==> src/rtl/rx_iq_correct_if.sv <==
// Settings bus plus sample in/out streams of the IQ-imbalance corrector.
// The host/bench side uses master; the corrector uses slave.
interface rx_iq_correct_if #(
   parameter int WIDTH = 14
);
   logic                    set_stb;
   logic [7:0]              set_addr;
   logic [31:0]             set_data;
   logic                    in_stb;
   logic signed [WIDTH-1:0] in_i;
   logic signed [WIDTH-1:0] in_q;
   logic                    out_stb;
   logic signed [WIDTH-1:0] out_i;
   logic signed [WIDTH-1:0] out_q;
   logic [15:0]             ovf_count;

   modport master (
      output set_stb, set_addr, set_data, in_stb, in_i, in_q,
      input  out_stb, out_i, out_q, ovf_count
   );

   modport slave (
      input  set_stb, set_addr, set_data, in_stb, in_i, in_q,
      output out_stb, out_i, out_q, ovf_count
   );
endinterface

==> src/rtl/rx_iq_correct.sv <==
// IQ-imbalance correction: I gets a gain term, Q gets an I cross-term.
// One lane per output channel; both lanes multiply the I sample.
module rx_iq_lane #(
   parameter int WIDTH = 14
) (
   input  logic                    clk,
   input  logic                    rst_n,
   input  logic signed [WIDTH-1:0] mul_in,
   input  logic signed [WIDTH-1:0] base_in,
   input  logic signed [17:0]      coef,
   input  logic                    bypass,
   output logic signed [WIDTH-1:0] res,
   output logic                    sat
);
   localparam int PW = WIDTH + 18;
   localparam int SW = WIDTH + 2;
   localparam logic signed [SW-1:0] MAXV = {3'b000, {(WIDTH-1){1'b1}}};
   localparam logic signed [SW-1:0] MINV = {3'b111, {(WIDTH-1){1'b0}}};

   logic signed [WIDTH-1:0] base2;
   logic signed [PW-1:0]    prod2;
   logic signed [PW-1:0]    rnd;
   logic signed [SW-1:0]    sum;
   logic signed [WIDTH-1:0] clip;

   always_ff @(posedge clk or negedge rst_n) begin
      if (!rst_n) begin
         base2 <= '0;
         prod2 <= '0;
         res   <= '0;
      end else begin
         base2 <= base_in;
         prod2 <= PW'(mul_in) * PW'(coef);
         res   <= clip;
      end
   end

   // Round half up at the 2^-17 point; the result always fits in WIDTH+1 bits.
   assign rnd = (prod2 + PW'(65536)) >>> 17;
   assign sum = SW'(base2) + SW'(rnd);

   always_comb begin
      clip = sum[WIDTH-1:0];
      sat  = 1'b0;
      if (bypass) begin
         clip = base2;
      end else if (sum > MAXV) begin
         clip = MAXV[WIDTH-1:0];
         sat  = 1'b1;
      end else if (sum < MINV) begin
         clip = MINV[WIDTH-1:0];
         sat  = 1'b1;
      end
   end
endmodule

module rx_iq_correct #(
   parameter int WIDTH = 14,
   parameter int BASE  = 0
) (
   input logic             clk,
   input logic             rst_n,
   rx_iq_correct_if.slave  bus
);
   localparam int STAGES = 3;
   localparam int NUM_LANES = 2;

   logic [STAGES:1]                   vld_pipe;
   logic [NUM_LANES-1:0][WIDTH-1:0]   s1_smp;
   logic [NUM_LANES-1:0][17:0]        coef;
   logic [NUM_LANES-1:0][WIDTH-1:0]   res;
   logic [NUM_LANES-1:0]              lane_sat;
   logic [17:0]                       shadow_mag;
   logic [17:0]                       active_mag;
   logic [17:0]                       active_phase;
   logic                              ctrl_bypass;
   logic [15:0]                       ovf;
   logic                              hit_mag, hit_ph, hit_ctrl, ovf_clr;

   assign hit_mag  = bus.set_stb && (bus.set_addr == 8'(BASE));
   assign hit_ph   = bus.set_stb && (bus.set_addr == 8'(BASE + 1));
   assign hit_ctrl = bus.set_stb && (bus.set_addr == 8'(BASE + 2));
   assign ovf_clr  = hit_ctrl && bus.set_data[8];

   // Commit moves shadow mag and new phase together so a sample never
   // sees a half-updated pair.
   always_ff @(posedge clk or negedge rst_n) begin
      if (!rst_n) begin
         shadow_mag   <= '0;
         active_mag   <= '0;
         active_phase <= '0;
         ctrl_bypass  <= 1'b0;
      end else begin
         if (hit_mag)  shadow_mag <= bus.set_data[17:0];
         if (hit_ph) begin
            active_mag   <= shadow_mag;
            active_phase <= bus.set_data[17:0];
         end
         if (hit_ctrl) ctrl_bypass <= bus.set_data[0];
      end
   end

   always_ff @(posedge clk or negedge rst_n) begin
      if (!rst_n) begin
         vld_pipe <= '0;
         s1_smp   <= '0;
      end else begin
         vld_pipe <= {vld_pipe[STAGES-1:1], bus.in_stb};
         s1_smp   <= {bus.in_q, bus.in_i};
      end
   end

   assign coef = {active_phase, active_mag};

   // Lane 0 corrects I with the gain term, lane 1 adds the I cross-term to Q.
   for (genvar g = 0; g < NUM_LANES; g++) begin : g_lane
      rx_iq_lane #(.WIDTH(WIDTH)) u_lane (
         .clk     (clk),
         .rst_n   (rst_n),
         .mul_in  ($signed(s1_smp[0])),
         .base_in ($signed(s1_smp[g])),
         .coef    ($signed(coef[g])),
         .bypass  (ctrl_bypass),
         .res     (res[g]),
         .sat     (lane_sat[g])
      );
   end

   always_ff @(posedge clk or negedge rst_n) begin
      if (!rst_n) begin
         ovf <= '0;
      end else if (ovf_clr) begin
         ovf <= '0;
      end else if (vld_pipe[STAGES-1] && (|lane_sat) && (ovf != 16'hFFFF)) begin
         ovf <= ovf + 16'd1;
      end
   end

   assign bus.out_stb   = vld_pipe[STAGES];
   assign bus.out_i     = $signed(res[0]);
   assign bus.out_q     = $signed(res[1]);
   assign bus.ovf_count = ovf;
endmodule

==> src/flat_wrapper.sv <==
// flat-port wrapper written by rule: the top's interface ports become plain ports
module rx_iq_correct_flat 
#(
   parameter int WIDTH = 14,
   parameter int BASE  = 0
)
  (clk, rst_n, bus_set_stb, bus_set_addr, bus_set_data, bus_in_stb, bus_in_i, bus_in_q, bus_out_stb, bus_out_i, bus_out_q, bus_ovf_count);
  rx_iq_correct_if #(.WIDTH(WIDTH)) bus_i ();
  input logic clk;
  input logic rst_n;
  input wire logic [$bits(bus_i.set_stb)-1:0] bus_set_stb;
  input wire logic [$bits(bus_i.set_addr)-1:0] bus_set_addr;
  input wire logic [$bits(bus_i.set_data)-1:0] bus_set_data;
  input wire logic [$bits(bus_i.in_stb)-1:0] bus_in_stb;
  input wire logic [$bits(bus_i.in_i)-1:0] bus_in_i;
  input wire logic [$bits(bus_i.in_q)-1:0] bus_in_q;
  output wire logic [$bits(bus_i.out_stb)-1:0] bus_out_stb;
  output wire logic [$bits(bus_i.out_i)-1:0] bus_out_i;
  output wire logic [$bits(bus_i.out_q)-1:0] bus_out_q;
  output wire logic [$bits(bus_i.ovf_count)-1:0] bus_ovf_count;
  assign bus_i.set_stb = bus_set_stb;
  assign bus_i.set_addr = bus_set_addr;
  assign bus_i.set_data = bus_set_data;
  assign bus_i.in_stb = bus_in_stb;
  assign bus_i.in_i = bus_in_i;
  assign bus_i.in_q = bus_in_q;
  assign bus_out_stb = bus_i.out_stb;
  assign bus_out_i = bus_i.out_i;
  assign bus_out_q = bus_i.out_q;
  assign bus_ovf_count = bus_i.ovf_count;
  rx_iq_correct #(.WIDTH(WIDTH), .BASE(BASE)) u_core (.clk(clk), .rst_n(rst_n), .bus(bus_i));
endmodule
==> config.mk <==
export PLATFORM = sky130hd
export DESIGN_NAME = rx_iq_correct_flat
export DESIGN_NICKNAME = d
export VERILOG_FILES = /design/src/rtl/rx_iq_correct_if.sv /design/src/rtl/rx_iq_correct.sv /design/src/flat_wrapper.sv
export SDC_FILE = /design/constraint.sdc
export NUM_CORES = 2
export LEC_CHECK = 0
export CAP_MARGIN = 20
export CELL_PAD_IN_SITES_DETAIL_PLACEMENT = 0
export CELL_PAD_IN_SITES_GLOBAL_PLACEMENT = 2
export CORE_ASPECT_RATIO = 1.2
export CORE_UTILIZATION = 41
export CTS_CLUSTER_SIZE = 10
export DETAILED_ROUTE_END_ITERATION = 6
export PLACE_DENSITY_LB_ADDON = 0.3
export SLEW_MARGIN = 20
export SYNTH_ARGS = -nofsm -noshare
export SYNTH_HDL_FRONTEND = slang
export SYNTH_SLANG_ARGS = --single-unit
==> constraint.sdc <==
create_clock -name clk -period 7.8 [get_ports clk]
set_input_delay 1.56 -clock clk [delete_from_list [all_inputs] [get_ports clk]]
set_output_delay 1.56 -clock clk [all_outputs]
set_load 0.05 [all_outputs]
==> results_dict.tcl <==
set metrics [dict create \
    outcome "finished with violations" \
    violations "DRC" \
    tns_ns 0 \
    n_antenna_cell 0 \
    dp_slack_ns 0.576 \
    synthesis.area_mm2 0.0261 \
    critPathMostFrequentCell "fa_1" \
    post_drt_wl_per_cell_um 16.9 \
    synth.avg_cell_area_um2 9.88 \
    relSlewSlack_pct 41.3 \
    min_period_ns 7.20 \
    path_max_fanout 15 \
    irDropWorstVdd_mv 0.172 \
    hold_slack_ns 0.351 \
    slowest_delay_ns 0.59 \
    worstSkewPairLatency_ns 0.50 \
    power_frac_seq_pct 27.5 \
    holdBufCountCts 0 \
    routed_wl_um 59700 \
    ios 117 \
    hp-class "reg -> reg" \
    clkSinkCount 190 \
    synth_seq_cells 190 \
    drive_gt1_share_pct 6.18 \
    fmax_mhz 139 \
    rsz0062_at_grt "no" \
    die_h_um 278 \
    worst_pin_slew_ns 0.878 \
    antenna_found_initial 1 \
    grt_pass1_vias 19425 \
    cts_tree "yes" \
    crit_chain "clkinv_1, buf_4, nor2_1, fa_1, fa_1, fa_1, fa_1, fa_1, inv_1, fa_1, inv_1, ha_1, a21o_1, a21oi_1, a221oi_1, o22a_1, o31ai_1, buf_4, o31a_1, a21oi_1, a21o_1, a21oi_1, xnor2_1" \
    power_frac_clock_pct 19.1 \
    die_w_um 232 \
    gp_congestion 0.834 \
    synthArstFlopShare_pct 100 \
    p_sw_share_pct 45.2 \
    n_fill_cell 6118 \
    cts_root_buffer "clkbuf_16" \
    yosysSeqAreaShare_pct 18.2 \
    p_int_mw 2.65 \
    clockBufferDepth 2 \
    setup_ws_ns 0.602 \
    period_share_pct 92.3 \
    maxSlewViolCount 0 \
    core.rowCount 101 \
    final_hold_viol_count 0 \
    comb_power_share_pct 53.4 \
    first_pass_iters 7 \
    h-tree-depth 4 \
    setup_viol 0 \
    p_leak_nw 14.2 \
    ant_nets 0 \
    critPathKind "reg -> reg" \
    end_kind "register" \
    syn_nets 3380 \
    die_area_mm2 0.0647 \
    p_switching_mw 2.18 \
    core_mm2 0.0632 \
    worst_ep_arrival_time_ns 7.58 \
    synth_ff_type "dfrtp_1" \
    synth_cell_types 74 \
    place_inst 3511 \
    post_cts_buffers 0 \
    drcViolationCount 2 \
    grt_overflow_total 0 \
    numCtsBuffers 17 \
    worstPathRequired_ns 8.18 \
    clkSlewWorstSetupHoldPaths_ns 0.08 \
    stdcell_count 3543 \
    synth_warnings 0 \
    worst_path_max_delay_cell "clkinv_1" \
    drt_iter0_drc 776 \
    grt_pass1_wl_um 101000 \
    viasPerCell 4.98 \
    io_buffers 102 \
    p_per_area_mw_per_mm2 168 \
    final_util_pct 45.5 \
    hpwlAfterDp_um 48700 \
    dr_total_vias 17658 \
    start_util_pct 41.3 \
    cap_violations 0 \
    fin_nets 3441 \
    syn_inst 2645 \
    cts_resized 0 \
    grt_usage_pct 20.0 \
    area_delta_synth_final_pct 9.95 \
    critPathLaunchType "register" \
    grt_max_degree 75 \
    finalClockSkew_ns 0.0201 \
    synth_edf_count 0 \
]
## synthesized netlist by cell type, drive strengths merged (4+ instances only)
cell | number | share of area [%]
a21oi | 72 | 1.4
or4 | 5 | 0.14
a211oi | 19 | 0.61
nand3 | 24 | 0.48
nor3 | 23 | 0.46
or3 | 13 | 0.31
dfrtp | 190 | 18
nand2b | 21 | 0.50
o21bai | 5 | 0.14
a21o | 27 | 0.78
clkbuf | 101 | 1.5
and2 | 262 | 6.3
a21boi | 6 | 0.17
nand2 | 252 | 3.6
nor2 | 79 | 1.1
fa | 486 | 37
ha | 177 | 8.5
o2111ai | 4 | 0.13
xor2 | 34 | 1.1
inv | 552 | 7.9
xnor2 | 61 | 2.0
mux2 | 64 | 2.8
and4 | 6 | 0.21
o211ai | 6 | 0.19
and3 | 16 | 0.38
o31ai | 4 | 0.11
o21ai | 62 | 1.3
o21a | 11 | 0.32
nor2b | 8 | 0.22
nand4 | 12 | 0.31
## routing by layer
| layer | track usage [%] | part of all wire, % | up-vias |
|---|---|---|---|
| met3 | 2.65 | 3.0 | 60 |
| met1 | 26.4 | 44 | 9174 |
| met4 | 5.45 | 1.9 | 2 |
| met2 | 34.2 | 51 | 253 |
| met5 | 0 | 0.022 | - |
| li1 | - | - | 8169 |
## logic make-up (layout without fill, tap and decap cells)
family / after synthesis / count (layout) / share of synthesized area, %
xor gates and xnor gates: 95 / 95 / 3.19
AOI/OAI and AO/OA: 240 / 240 / 6.09
and+or+nand+nor: 736 / 736 / 14.5
adders and majority gates: 663 / 663 / 45.7
buffers and inverters: 656 / 730 / 9.46
muxes: 65 / 65 / 2.81
DFF: 190 / 190 / 18.2
## cell type report
| class | instances | area, um2 | area share (%) |
|---|---|---|---|
| clock buffer | 17 | 425 | 1.48 |
| clock inverter | 15 | 185 | 0.645 |
| inverter | 553 | 2080 | 7.23 |
| multi-input combinational | 1799 | 18900 | 65.8 |
| sequential | 190 | 4760 | 16.6 |
| tap | 824 | 1030 | 3.59 |
| timing repair buffer | 145 | 1350 | 4.69 |
## critical path: cells and delay by family (launching register included)
kind	cells	cell delay (ns)
XOR/XNOR	1	0.23
flip-flops	1	0.46
adder cells (fa/ha/maj)	7	3.24
AND/OR/NAND/NOR	1	0.16
AO/OA/AOI/OAI	9	1.67
buffers and inverters	5	1.29
## worst paths after layout
path,start,to,slack (ns),cells after the start
hold / removal,u_core.s1_smp[16],u_core.g_lane[1].u_lane.base2[2],0.35,0
hold reg to reg,u_core.s1_smp[16],u_core.g_lane[1].u_lane.base2[2],0.35,0
setup reg to reg,u_core.s1_smp[13],u_core.g_lane[1].u_lane.prod2[31],0.60,23
setup / recovery,u_core.s1_smp[13],u_core.g_lane[1].u_lane.prod2[31],0.60,23
max in group asynchronous,rst_n,u_core.g_lane[0].u_lane.prod2[24],5.46,2
min in group asynchronous,rst_n,u_core.bus.ovf_count[11],1.04,1
## layout by cell type, fill, tap and decap left out, types with 4 or more instances in the layout
master / instances
o2111ai_1: 4
nor3_1: 21
nor2_1: 79
mux2_2: 64
and4_1: 5
o21ai_0: 49
xnor2_1: 61
o21bai_1: 5
xor2_1: 34
a21o_1: 26
clkbuf_16: 17
a211oi_1: 17
buf_4: 43
or3_1: 13
a21oi_2: 4
nand2_1: 252
clkdlybuf4s50_1: 101
or4_1: 5
inv_1: 552
o211ai_1: 5
o21ai_1: 9
clkinv_8: 4
a21boi_0: 6
inv_8: 5
and3_1: 16
nand2b_1: 21
fa_1: 486
nand4_1: 11
and2_1: 262
nand3_1: 23
o21a_1: 11
nor2b_1: 7
ha_1: 177
o31ai_1: 4
a21oi_1: 68
dfrtp_1: 189
## flip-flops by register name, summed over array words and instances, names as in the netlist
signal                      cells
u_core.vld_pipe                 3
u_core.shadow_mag              18
u_core.bus.ovf_count           16
u_core.active_phase            18
u_core.active_mag              18
u_core.g_lane.u_lane.res       28
u_core.g_lane.u_lane.base2     28
u_core.g_lane.u_lane.prod2     32
u_core.ctrl_bypass              1
u_core.s1_smp                  28
## per-stage QoR
step	instance area [um2]	power, mW
5_1_grt	28700	5.25
4_1_cts	28700	4.92
2_1_floorplan	26100	3.22
3_5_place_dp	28100	3.96
6_report	28700	4.84
3_3_place_gp	28100	3.93
## power groups by stage
stage	clock network, mW	logic (mW)	registers (mW)
final	0.924	2.58	1.33
after global routing	0.994	2.90	1.36
after CTS	0.962	2.63	1.33
after detailed placement	0	2.61	1.35
after global placement	0	2.58	1.34
after floorplan	0	1.60	1.61
Note: power is estimated with default switching activity, not from simulation.
